`config.mk`:
```
export PLATFORM = sky130hd
export DESIGN_NAME = execute_cond_stage
export DESIGN_NICKNAME = d
export VERILOG_FILES = /design/src/rtl/cpu_pkg.sv /design/src/rtl/cond_check.sv /design/src/rtl/execute_cond_stage.sv
export SDC_FILE = /design/constraint.sdc
export NUM_CORES = 1
export LEC_CHECK = 0
export ABC_AREA = 1
export BUFFER_PORTS_ARGS = -buffer_cell sky130_fd_sc_hd__buf_2
export CORE_MARGIN = 2
export CORE_UTILIZATION = 35
export DETAILED_ROUTE_END_ITERATION = 6
export SLEW_MARGIN = 20
export SYNTH_ARGS = -nofsm -noshare
export SYNTH_HDL_FRONTEND = slang
export SYNTH_HIERARCHICAL = 1
export SYNTH_SLANG_ARGS = --single-unit
export TNS_END_PERCENT = 10
```
`constraint.sdc`:
```
create_clock -name clk -period 2.2 [get_ports clk]
set_input_delay 0.33 -clock clk [delete_from_list [all_inputs] [get_ports clk]]
set_output_delay 0.33 -clock clk [all_outputs]
set_load 0.01 [all_outputs]
```
`src/rtl/cpu_pkg.sv`:
```
// Shared types and constants for the execute-stage control path.
package cpu_pkg;

    localparam int unsigned FLAGS_W = 4;
    localparam int unsigned COND_W  = 4;
    localparam int unsigned ALU_W   = 3;

    // Bit positions within the NZCV flags vector
    localparam int unsigned FLAG_N = 3;
    localparam int unsigned FLAG_Z = 2;
    localparam int unsigned FLAG_C = 1;
    localparam int unsigned FLAG_V = 0;

    typedef enum logic [COND_W-1:0] {
        COND_EQ = 4'b0000,
        COND_NE = 4'b0001,
        COND_GE = 4'b1010,
        COND_LT = 4'b1011,
        COND_GT = 4'b1100,
        COND_LE = 4'b1101,
        COND_AL = 4'b1110
    } cond_t;

    typedef enum logic [ALU_W-1:0] {
        ALU_ADD   = 3'b000,
        ALU_SUB   = 3'b001,
        ALU_MULT  = 3'b010,
        ALU_LSR   = 3'b011,
        ALU_LSL   = 3'b100,
        ALU_PASSA = 3'b101,
        ALU_PASSB = 3'b110
    } alu_ctrl_t;

    // Control bundle held in the execute register
    typedef struct packed {
        logic              valid;
        logic              flag_w;
        logic              pcs;
        logic              reg_w;
        logic              mem_w;
        logic              mem_to_reg;
        logic              alu_src;
        logic [ALU_W-1:0]  alu_control;
        logic [COND_W-1:0] cond;
    } ctrl_t;

    // Bubble: nothing valid, condition AL so a bubble never reads as a failed condition
    localparam ctrl_t CTRL_BUBBLE = '{1'b0, 1'b0, 1'b0, 1'b0, 1'b0, 1'b0, 1'b0,
                                      3'b000, 4'b1110};

endpackage

```
`src/rtl/cond_check.sv`:
```
// Condition-code evaluator against the stored NZCV flags.
module cond_check
    import cpu_pkg::*;
(
    input  logic [COND_W-1:0]  cond,
    input  logic [FLAGS_W-1:0] flags,
    output logic               pass
);

    logic n;
    logic z;
    logic v;
    logic unused_c;

    assign n        = flags[FLAG_N];
    assign z        = flags[FLAG_Z];
    assign v        = flags[FLAG_V];
    assign unused_c = flags[FLAG_C];

    // Decode the condition; unlisted codes (including 1111) never pass
    always_comb begin
        pass = 1'b0;
        case (cond)
            COND_EQ: pass = z;
            COND_NE: pass = ~z;
            COND_GE: pass = (n == v);
            COND_LT: pass = (n != v);
            COND_GT: pass = ~z & (n == v);
            COND_LE: pass = z | (n != v);
            COND_AL: pass = 1'b1;
            default: pass = 1'b0;
        endcase
    end

endmodule

```
`src/rtl/execute_cond_stage.sv`:
```
// Decode-to-execute control register, NZCV flags, conditional gating,
// taken-branch flush and a saturating taken-branch counter.
module execute_cond_stage
    import cpu_pkg::*;
#(
    parameter int unsigned CNT_W = 16
) (
    input  logic             clk,
    input  logic             rst_n,
    input  logic             d_valid,
    input  logic             d_FlagW,
    input  logic             d_PCS,
    input  logic             d_RegW,
    input  logic             d_MemW,
    input  logic             d_MemtoReg,
    input  logic             d_ALUSrc,
    input  logic [2:0]       d_ALUControl,
    input  logic [3:0]       d_Cond,
    input  logic             stall_e,
    input  logic             flush_e,
    input  logic [3:0]       alu_flags,
    output logic             e_valid,
    output logic             e_MemtoReg,
    output logic             e_ALUSrc,
    output logic [2:0]       e_ALUControl,
    output logic [3:0]       e_Cond,
    output logic             CondEx,
    output logic             RegWrite_e,
    output logic             MemWrite_e,
    output logic             PCSrc_e,
    output logic             branch_flush,
    output logic [3:0]       flags_q,
    output logic [CNT_W-1:0] taken_cnt
);

    ctrl_t e_q;
    ctrl_t e_d;
    logic  flags_we;
    logic  cnt_inc;

    cond_check u_cond_check (
        .cond  (e_q.cond),
        .flags (flags_q),
        .pass  (CondEx)
    );

    assign e_valid      = e_q.valid;
    assign e_MemtoReg   = e_q.mem_to_reg;
    assign e_ALUSrc     = e_q.alu_src;
    assign e_ALUControl = e_q.alu_control;
    assign e_Cond       = e_q.cond;

    // Gated controls come straight from registered state so a branch resolves in its own cycle
    assign RegWrite_e   = e_q.valid & e_q.reg_w & CondEx;
    assign MemWrite_e   = e_q.valid & e_q.mem_w & CondEx;
    assign PCSrc_e      = e_q.valid & e_q.pcs & CondEx;
    assign branch_flush = PCSrc_e;

    assign flags_we = e_q.valid & e_q.flag_w & CondEx & ~stall_e;
    assign cnt_inc  = PCSrc_e & ~stall_e;

    // Next execute contents: bubble on flush or taken branch, else hold on stall, else load
    always_comb begin
        e_d = e_q;
        if (flush_e || PCSrc_e) begin
            e_d = CTRL_BUBBLE;
        end else if (!stall_e) begin
            e_d.valid       = d_valid;
            e_d.flag_w      = d_FlagW;
            e_d.pcs         = d_PCS;
            e_d.reg_w       = d_RegW;
            e_d.mem_w       = d_MemW;
            e_d.mem_to_reg  = d_MemtoReg;
            e_d.alu_src     = d_ALUSrc;
            e_d.alu_control = d_ALUControl;
            e_d.cond        = d_Cond;
        end
    end

    // Execute register
    always_ff @(posedge clk or negedge rst_n) begin
        if (!rst_n) begin
            e_q <= '0;
        end else begin
            e_q <= e_d;
        end
    end

    // Flags commit once, when a passing flag-setting instruction leaves execute
    always_ff @(posedge clk or negedge rst_n) begin
        if (!rst_n) begin
            flags_q <= '0;
        end else if (flags_we) begin
            flags_q <= alu_flags;
        end
    end

    // Saturating taken-branch counter
    always_ff @(posedge clk or negedge rst_n) begin
        if (!rst_n) begin
            taken_cnt <= '0;
        end else if (cnt_inc && (taken_cnt != {CNT_W{1'b1}})) begin
            taken_cnt <= taken_cnt + CNT_W'(1);
        end
    end

endmodule

```
==> results of run 1 <==
-- registers in the layout (all words and copies together) (netlist names) --
register,flops
taken_cnt,16
e_Cond,4
e_q,4
flags_q,4
e_ALUControl,3
e_ALUSrc,1
e_MemtoReg,1
e_valid,1
-- path summary, 6_finish.rpt --
kind                       depth (start not counted)                    from                          end
max reg2reg                                       14   e_Cond[1]$_DFFE_PN0P_    taken_cnt[15]$_DFFE_PN0P_
max in group asynchronous                          1                   rst_n    taken_cnt[12]$_DFFE_PN0P_
min                                                1                   rst_n  e_ALUControl[1]$_DFFE_PN0P_
min reg2reg                                        1  flags_q[1]$_DFFE_PN0P_       flags_q[1]$_DFFE_PN0P_
min in group clk                                   3              d_MemtoReg       e_MemtoReg$_DFFE_PN0P_
max                                               10   e_Cond[1]$_DFFE_PN0P_                   RegWrite_e
-- kinds of logic after synthesis --
group	share of synthesized area
xor gates and xnor gates	0.0222
DFF	0.431
buffers and inverters	0.103
adders and majority gates	0.00634
and+or+nand+nor	0.369
AOI/OAI and AO/OA	0.0457
muxes	0.0228
-- final cells by class --
cell class / instances / share of cell area
Multi-Input combinational cell: 191 / 0.381
Sequential cell: 34 / 0.353
Timing Repair Buffer: 57 / 0.119
Inverter: 33 / 0.0513
Tap cell: 72 / 0.0373
Clock buffer: 6 / 0.0342
Clock inverter: 2 / 0.0249
-- layout by cell type (no fill, tap or decap) --
cell type	n
inv_1	32
xnor2_1	1
buf_4	1
nor2_1	25
and2_1	1
nand2_2	6
clkbuf_8	6
buf_2	56
bufinv_16	2
o21ai_1	4
nand2_1	98
dfrtp_1	34
nor2_4	3
nor2_2	6
a21oi_1	9
mux2_2	4
ha_1	1
nand4_1	8
nand3_2	3
inv_2	1
o21ai_0	5
xor2_1	4
nand3b_1	2
nand3_1	11
-- per-layer routing --
metal	up-vias	track usage	wire, um
met5	-	0	0
met4	0	0.0690	98
met1	802	0.185	2030
met3	9	0.0409	207
li1	927	-	-
met2	35	0.254	1980
-- cells in the mapped netlist --
cell type / count / share of area
nor2_2: 6 / 0.019
a21oi_1: 9 / 0.023
nand3_2: 3 / 0.015
nand2_2: 6 / 0.019
and2_1: 1 / 0.0032
nor2_4: 3 / 0.017
nand2_1: 98 / 0.19
nand4_1: 8 / 0.025
nor2_1: 25 / 0.048
clkbuf_1: 2 / 0.0038
mux2_2: 4 / 0.023
buf_6: 1 / 0.0057
nand3b_1: 2 / 0.0076
ha_1: 1 / 0.0063
dfrtp_1: 34 / 0.43
buf_4: 8 / 0.030
o21ai_0: 5 / 0.013
nand3_1: 11 / 0.028
inv_2: 1 / 0.0019
inv_1: 32 / 0.061
xnor2_1: 1 / 0.0044
o21ai_1: 4 / 0.010
xor2_1: 4 / 0.018
-- power breakdown --
group	total, W	internal (W)	switching [W]	leakage, nW
combinational	0.000231	0.0000967	0.000134	0.783
sequential	0.000709	0.000667	0.0000420	0.444
clock	0.000717	0.000483	0.000233	0.0714
total	0.00166	0.00125	0.000410	1.30
-- per-stage QoR --
step / power [W] / hold WS, ns
final: 0.00166 / 0.114
after global routing: 0.00174 / 0.180
after CTS: 0.00168 / 0.141
after detailed placement: 0.000956 / 0.454
after global placement: 0.000952 / 0.450
after floorplan: 0.000863 / 0.0344
==> qor.txt, run 1 <==
Core ar.: 0.00547 mm^2
setup ws final: 0.287 ns
CTS Hold Bufs: 0
Non-Filler Instances: 395
vias in the first global route: 1717
H-tree depth: 2
relative slew slack: 0.486
Finish-stage setup viols: 0
Hold Violations, Final: 0
Ant. Diodes: 0
Lkg Pwr: 1.30 nW
dpl cells: 387
maximum vdd drop: 0.248 mV
clk sinks: 34
CTS Buffer Depth: 2
Final HPWL DP: 3200 um
initial antenna violation count: 0
die width: 79.1 um
RD Place Congestion: 0.797
RSZ-0062 raised after global routing: no
DIE HEIGHT: 79.1 um
final wirelength: 4320 um
Crit. End Element: output port
DRC errors left: 0
highest clock rate: 523 MHz
largest net degree at the start of global routing: 35
Tightest Pin Transition: 0.771 ns
Post-CTS Setup Bufs: 0
# resized after CTS: 0
Port Buf Inserts: 56
Total Negative Setup Slacks: 0 ns
first-pass GRT wire length: 7470 um
Synth-to-Final Area Change: 22.4%
clock skew: 0.00445 ns
Syn Area/Cell: 7.33 um^2
CP Class: reg2out
period utilization: 0.870
Final Max Tran Viols: 0
area of the multi-input gates: 918 um^2
Mapped Nets: 292
DP Area: 0.00227 mm^2
vias: 1773
post-synth cell types: 23
Most common cell on crit path: nand2_1
Buf/Inv on CP: 2
crit path DAT: 1.58 ns
TritonCTS clock tree: yes
sequential-to-total area share from yosys stat: 0.431
synthesis-stage register bit count: 34
Initial DRT Pass Iterations: 4
DR WL/cell: 10.9 um
DRT antenna net count: 0
Post-Synthesis Cells: 269
fin crit period: 1.91 ns
Num CTS Buffers: 5
mapped cell area: 0.00197 mm^2
YS warnings: 6
vias per cell: 4.49
critical path's largest stage delay: 0.44 ns
Final Cell Area: 0.00241 mm^2
root buf cell: clkbuf_8
CP Launch Type: flop
gr usage total: 0.153
Skew-Pair Late Insertion Delay: 0.29 ns
Crit Path Max Fanout: 6
clock-pin slew on the worst setup and hold paths: 0.07 ns
Initial Util: 0.360
die area: 0.00625 mm^2
Power Density: 686 mW/mm^2
Max-cap violations: 0
Finished Core Util: 0.441
worst path required time: 1.87 ns
io pins: 57
register area: 851 um^2
Remaining Overflow, GRT: 0
CP max-delay cell: dfrtp_1
status: finished clean
dpl ws: 0.356 ns
cells along the critical path: inv_1, nand2_1, nand2_1, nand2_1, nor2_1, nor2_2, nand2_1, nand2_1, nor2_1, buf_2
share of cells above drive strength 1: 0.272
Hold Crit Class: in2async
row cnt: 27
fillers: 592
First DRT Iteration DRCs: 44
R2R setup slack: 0.35 ns
Nets: 345
crit-path leading delay family: simple AND/OR/NAND/NOR gates
No activity file was read; power rests on OpenSTA's default activity.
==> run 2, diff against run 1 <==
==> constraint.sdc (replaced) <==
create_clock -name clk -period 2.2 [get_ports clk]
set_input_delay 0.33 -clock clk [delete_from_list [all_inputs] [get_ports clk]]
set_output_delay 0.33 -clock clk [all_outputs]
set_load 0.05 [all_outputs]
==> run 2 against run 1 <==
  * Setup slack worse by 0.15 ns
  * Fmax down 7.3%
  * Non-clock buffer count unchanged
  * Sequential power grew 0.6%
  * Critical endpoint is now branch_flush
  * Core utilization increased by 0.46 points
  * First-iteration DRC count increased by 120%
  * Sequential share of layout area decreased by 0.21 points
  * Sequential cell count is the same
  * Total power is 8.8% higher
  * Global-route usage up 0.31 points
==> qor.txt, run 2 (synthesized netlist as in run 1, its figures left out) <==
cells along the critical path: nor2_1, nand2_1, nand4_1, nand2_1, nand2_4, nand3_1, clkinvlp_4, buf_2
Reg with most FFs: taken_cnt
clk sinks: 34
CP max-delay cell: dfrtp_1
Hold Crit Class: in2async
critical path's largest stage delay: 0.45 ns
Post-CTS Setup Bufs: 0
row cnt: 27
Skew-Pair Late Insertion Delay: 0.28 ns
Final HPWL DP: 3290 um
DRT antenna net count: 0
Synth-to-Final Area Change: 23.7%
Initial DRT Pass Iterations: 4
CTS Hold Bufs: 0
Num CTS Buffers: 5
clock-pin slew on the worst setup and hold paths: 0.07 ns
Max-cap violations: 0
Non-Filler Instances: 395
CP Class: reg2out
Ant. Diodes: 0
clock skew: 0.00332 ns
gr usage total: 0.156
RD Place Congestion: 0.854
die width: 79.1 um
First DRT Iteration DRCs: 95
crit-path leading delay family: simple AND/OR/NAND/NOR gates
Total Negative Setup Slacks: 0 ns
Port Buf Inserts: 56
Hold Violations, Final: 0
vias: 1770
crit path DAT: 1.73 ns
final wirelength: 4480 um
DR WL/cell: 11.3 um
period utilization: 0.938
CTS Buffer Depth: 2
RSZ-0062 raised after global routing: yes
status: finished clean
die area: 0.00625 mm^2
R2R setup slack: 0.30 ns
Lkg Pwr: 1.29 nW
worst path required time: 1.87 ns
DIE HEIGHT: 79.1 um
root buf cell: clkbuf_8
Crit Path Max Fanout: 7
Core ar.: 0.00547 mm^2
Buf/Inv on CP: 2
Finish-stage setup viols: 0
maximum vdd drop: 0.362 mV
vias per cell: 4.48
initial antenna violation count: 0
most frequent cells in the layout: nand2_1 (97), buf_2 (54), inv_1 (31), dfrtp_1 (31), nor2_1 (23)
Initial Util: 0.360
TritonCTS clock tree: yes
Power Density: 739 mW/mm^2
highest clock rate: 484 MHz
CP Launch Type: flop
vias in the first global route: 1665
dpl cells: 387
fin crit period: 2.06 ns
relative slew slack: 0.479
largest net degree at the start of global routing: 35
# resized after CTS: 0
H-tree depth: 2
commonest non-fill, non-tap cell in the layout: nand2_1
DRC errors left: 0
share of cells above drive strength 1: 0.294
io pins: 57
Nets: 345
Remaining Overflow, GRT: 0
Tightest Pin Transition: 0.782 ns
Finished Core Util: 0.446
Most common cell on crit path: nand2_1
number of flip-flops in the largest register: 16
Crit. End Element: output port
first-pass GRT wire length: 7710 um
Final Max Tran Viols: 0
fillers: 600
## run 2: cell types whose count changed in the layout (fill, tap and decap cells not counted), moves of 2 or more
| cell | before | now |
|---|---|---|
| nor2_1 | 25 | 23 |
| dfrtp_2 | 0 | 3 |
| dfrtp_1 | 34 | 31 |
| nor2_2 | 6 | 8 |
| clkbuf_4 | 0 | 2 |
| buf_2 | 56 | 54 |
## run 2: layout make-up
cell class              instances  area [um^2]  area share
inverters                      33          128      0.0523
flip-flops and latches         34          855       0.350
multi-input cells             191          931       0.382
well taps                      72         90.1      0.0369
clock inverters                 2         60.1      0.0246
repair buffers                 57          293       0.120
clock buffers                   6         82.6      0.0339
## run 2: worst paths after layout
kind                                             start                          end  cells after the start
max in group asynchronous                        rst_n       flags_q[2]$_DFFE_PN0P_                      1
worst min-delay path                             rst_n  e_ALUControl[1]$_DFFE_PN0P_                      1
worst min register to register  flags_q[1]$_DFFE_PN0P_       flags_q[1]$_DFFE_PN0P_                      1
min in group clk                          alu_flags[0]       flags_q[0]$_DFFE_PN0P_                      2
worst max-delay path             e_Cond[0]$_DFFE_PN0P_                 branch_flush                      8
worst max register to register   e_Cond[0]$_DFFE_PN0P_    taken_cnt[12]$_DFFE_PN0P_                     12
## run 2: layer usage
layer,global-route usage,part of all wire,up-vias
met2,0.254,0.47,34
met5,0,0,-
li1,-,-,930
met1,0.204,0.48,801
met3,0.0386,0.037,5
met4,0.0500,0.013,0
## run 2: worst register-to-register path, stage by stage (launching register included)
cell,delay (ns)
dfrtp_1,0.45
nor2_1,0.17
nand2_1,0.07
nand4_1,0.08
nand2_1,0.09
nand2_4,0.08
nand2_1,0.12
nor2_2,0.14
nand2_2,0.13
nor2_4,0.22
nand3_1,0.12
nand2_1,0.07
nand2_1,0.04
## run 2: power breakdown
| part | total [W] | switching, W | internal [W] |
|---|---|---|---|
| sequential | 0.000713 | 0.0000435 | 0.000669 |
| clock | 0.000712 | 0.000229 | 0.000483 |
| combinational | 0.000379 | 0.000278 | 0.000100 |
| total | 0.00180 | 0.000550 | 0.00125 |
## run 2: through the flow
stage | power (W) | hold WS (ns) | setup WS [ns] | instance area (um^2)
2_1_floorplan | 0.00101 | 0.0344 | 0.0558 | 2000
6_report | 0.00180 | 0.123 | 0.136 | 2440
3_3_place_gp | 0.00110 | 0.456 | 0.387 | 2290
3_5_place_dp | 0.00111 | 0.462 | 0.356 | 2290
4_1_cts | 0.00183 | 0.143 | 0.126 | 2430
5_1_grt | 0.00189 | 0.187 | -0.0172 | 2440
==> run 3, diff against run 2 <==
--- a/config.mk
+++ b/config.mk
@@ -5,10 +5,10 @@
 export SDC_FILE = /design/constraint.sdc
 export NUM_CORES = 1
 export LEC_CHECK = 0
-export ABC_AREA = 1
 export BUFFER_PORTS_ARGS = -buffer_cell sky130_fd_sc_hd__buf_2
 export CORE_MARGIN = 2
 export CORE_UTILIZATION = 35
+export CTS_CLUSTER_DIAMETER = 60
 export DETAILED_ROUTE_END_ITERATION = 6
 export SLEW_MARGIN = 20
 export SYNTH_ARGS = -nofsm -noshare
==> run 3 against run 2 <==
  * The flow now finishes with violations (hold timing, setup timing)
  * Setup slack worse by 0.17 ns
  * Register-to-register slack worse by 0.30 ns
  * Fmax is 7.6% lower
  * Synthesized cell count is 40% lower
  * Routed wire length is 12% lower
  * Clock power is 21% lower
  * Clock skew hardly changed
  * Sequential share of layout area is 0.91 points higher
  * Total power is 4.1% lower
  * Hold slack worse by 0.13 ns
  * Die area is 9.2% lower
  * Largest cell class unchanged
  * Largest power group unchanged
==> qor.txt, run 3 <==
status: complete, but fails checks
failing checks: hold timing, setup timing
gr usage total: 0.153
largest net degree at the start of global routing: 21
Initial Util: 0.370
CP max-delay cell: dfrtp_2
relative slew slack: 0.686
Power Density: 728 mW/mm^2
YS warnings: 6
hold_ws: -0.00388 ns
Synth-to-Final Area Change: 33.2%
CP Class: reg2out
critical path's largest stage delay: 0.42 ns
worst path required time: 1.87 ns
DRT antenna net count: 0
Final Max Tran Viols: 0
Total Power Consumption: 0.00173 W
clock skew: 0.00337 ns
Tightest Pin Transition: 0.471 ns
Initial DRT Pass Iterations: 4
DIE HEIGHT: 75.4 um
Lkg Pwr: 1.25 nW
cells along the critical path: xnor2_2, o22ai_2, a22oi_2, o211ai_4, buf_6, and3_4, buf_8
clk sinks: 34
Crit. End Element: output port
die width: 75.4 um
fin crit period: 2.23 ns
Reg with most FFs: taken_cnt
share of the synthesized area in the top cell type: 0.478
CP Launch Type: flop
clock-pin slew on the worst setup and hold paths: 0.07 ns
period utilization: 1.02
first-pass GRT wire length: 6580 um
Hold Violations, Final: 13
DR WL/cell: 13.3 um
Port Buf Inserts: 56
io pins: 57
row cnt: 25
CTS Buffer Depth: 2
initial antenna violation count: 0
commonest non-fill, non-tap cell in the layout: buf_2
vias in the first global route: 1455
setup ws final: -0.0335 ns
root buf cell: clkbuf_8
sequential-to-total area share from yosys stat: 0.478
Post-Synthesis Cells: 162
Num CTS Buffers: 5
DRC errors left: 0
H-tree depth: 2
ys async rst share: 1.00
highest clock rate: 448 MHz
Hold Crit Class: in2async
die area: 0.00568 mm^2
maximum vdd drop: 0.450 mV
Synth area leaders: dfrtp_1 (48%), mux2i_1 (7.9%), buf_4 (3.8%), nor2_1 (3.8%), mux2_2 (3.2%)
crit path DAT: 1.90 ns
Skew-Pair Late Insertion Delay: 0.28 ns
Post-synth EDFFs: 0
Max-cap violations: 0
post-synth cell types: 44
Mapped Nets: 185
share of cells above drive strength 1: 0.463
RSZ-0062 raised after global routing: yes
top post-synthesis cells by count: dfrtp_1 (34), nor2_1 (18), mux2i_1 (14)
fillers: 501
Syn Area/Cell: 11.0 um^2
vias: 1441
Nets: 249
mapped cell area: 0.00178 mm^2
Finish-stage setup viols: 4
most frequent cells in the layout: buf_2 (52), dfrtp_1 (32), nor2_1 (18)
number of flip-flops in the largest register: 16
final wirelength: 3920 um
most frequent cell after synthesis: dfrtp_1
Remaining Overflow, GRT: 0
Top FF cell, synth: dfrtp_1
Core ar.: 0.00482 mm^2
synthesis-stage register bit count: 34
TritonCTS clock tree: yes
RD Place Congestion: 0.748
CTS Hold Bufs: 0
vias per cell: 4.90
Yosys top cell by area: dfrtp_1
Crit Path Max Fanout: 5
First DRT Iteration DRCs: 57
Ant. Diodes: 0
Final HPWL DP: 2850 um
==> run 3: routing by layer <==
metal | wire, um | GRT usage | vias up
li1 | - | - | 703
met4 | 63 | 0.0643 | 0
met2 | 1980 | 0.255 | 29
met5 | 0 | 0 | -
met1 | 1770 | 0.197 | 703
met3 | 100 | 0.0251 | 6
==> run 3: repair_timing <==
| action | 4_1_cts | 5_1_grt |
|---|---|---|
| pin swaps | 6 | 7 |
| setup endpoints to repair | 7 | 14 |
| gates resized for setup | 15 | 9 |
| setup buffers | 3 | 0 |
==> run 3: final cells by class <==
type | count | area [um^2] | area share
Multi-Input combinational cell | 114 | 898 | 0.378
Sequential cell | 34 | 853 | 0.360
Timing Repair Buffer | 70 | 425 | 0.179
Tap cell | 67 | 83.8 | 0.0353
Clock buffer | 5 | 68.8 | 0.0290
Clock inverter | 3 | 40.0 | 0.0169
Inverter | 1 | 3.75 | 0.00158
==> run 3: cells by family (layout without fill, tap and decap cells) <==
logic type	Yosys count	in the layout	share of synthesized area
AND/OR/NAND/NOR	66	66	0.223
AO/OA/AOI/OAI	15	15	0.0555
flip-flops	34	34	0.478
multiplexers	21	21	0.125
adder cells (fa/ha/maj)	1	1	0.00702
buffers and inverters	14	79	0.0534
XOR/XNOR	11	11	0.0583
==> run 3: worst max-delay path: cells and delay by family (launching register included) <==
family	cells	cell delay, ns
xor gates and xnor gates	1	0.17
buffers and inverters	2	0.29
DFF	1	0.42
and+or+nand+nor	1	0.20
AOI/OAI and AO/OA	3	0.54
==> run 3: through the flow <==
step	utilization	setup WS (ns)	TNS, ns	std cells	instance area [um^2]
floorplan	-	-0.387	-5.73	162	1820
global placement	0.449	0.0624	0	283	2160
detailed placement	0.449	-0.0200	-0.0230	283	2160
CTS	0.486	-0.0360	-0.0860	294	2340
global route	0.493	-0.115	-0.597	294	2370
finish	0.493	-0.0335	-0.101	294	2370
==> run 3: report_power, final <==
part           total (W)  switching (W)  internal, W
combinational   0.000446       0.000286     0.000160
sequential      0.000722      0.0000511     0.000671
clock           0.000561       0.000227     0.000333
==> run 3: worst paths after layout <==
kind | to | slack [ns] | cells past startpoint | startpoint
setup / recovery | branch_flush | -0.03 | 7 | flags_q[0]$_DFFE_PN0P_
hold / removal | e_ALUControl[1]$_DFFE_PN0P_ | -0.004 | 1 | rst_n
setup reg to reg | taken_cnt[7]$_DFFE_PN0P_ | 0 | 9 | flags_q[0]$_DFFE_PN0P_
hold reg to reg | flags_q[1]$_DFFE_PN0P_ | 0.50 | 1 | flags_q[1]$_DFFE_PN0P_
max in group asynchronous | flags_q[0]$_DFFE_PN0P_ | 1.71 | 2 | rst_n
min in group clk | e_Cond[3]$_DFFE_PN0P_ | 0.27 | 3 | d_Cond[3]
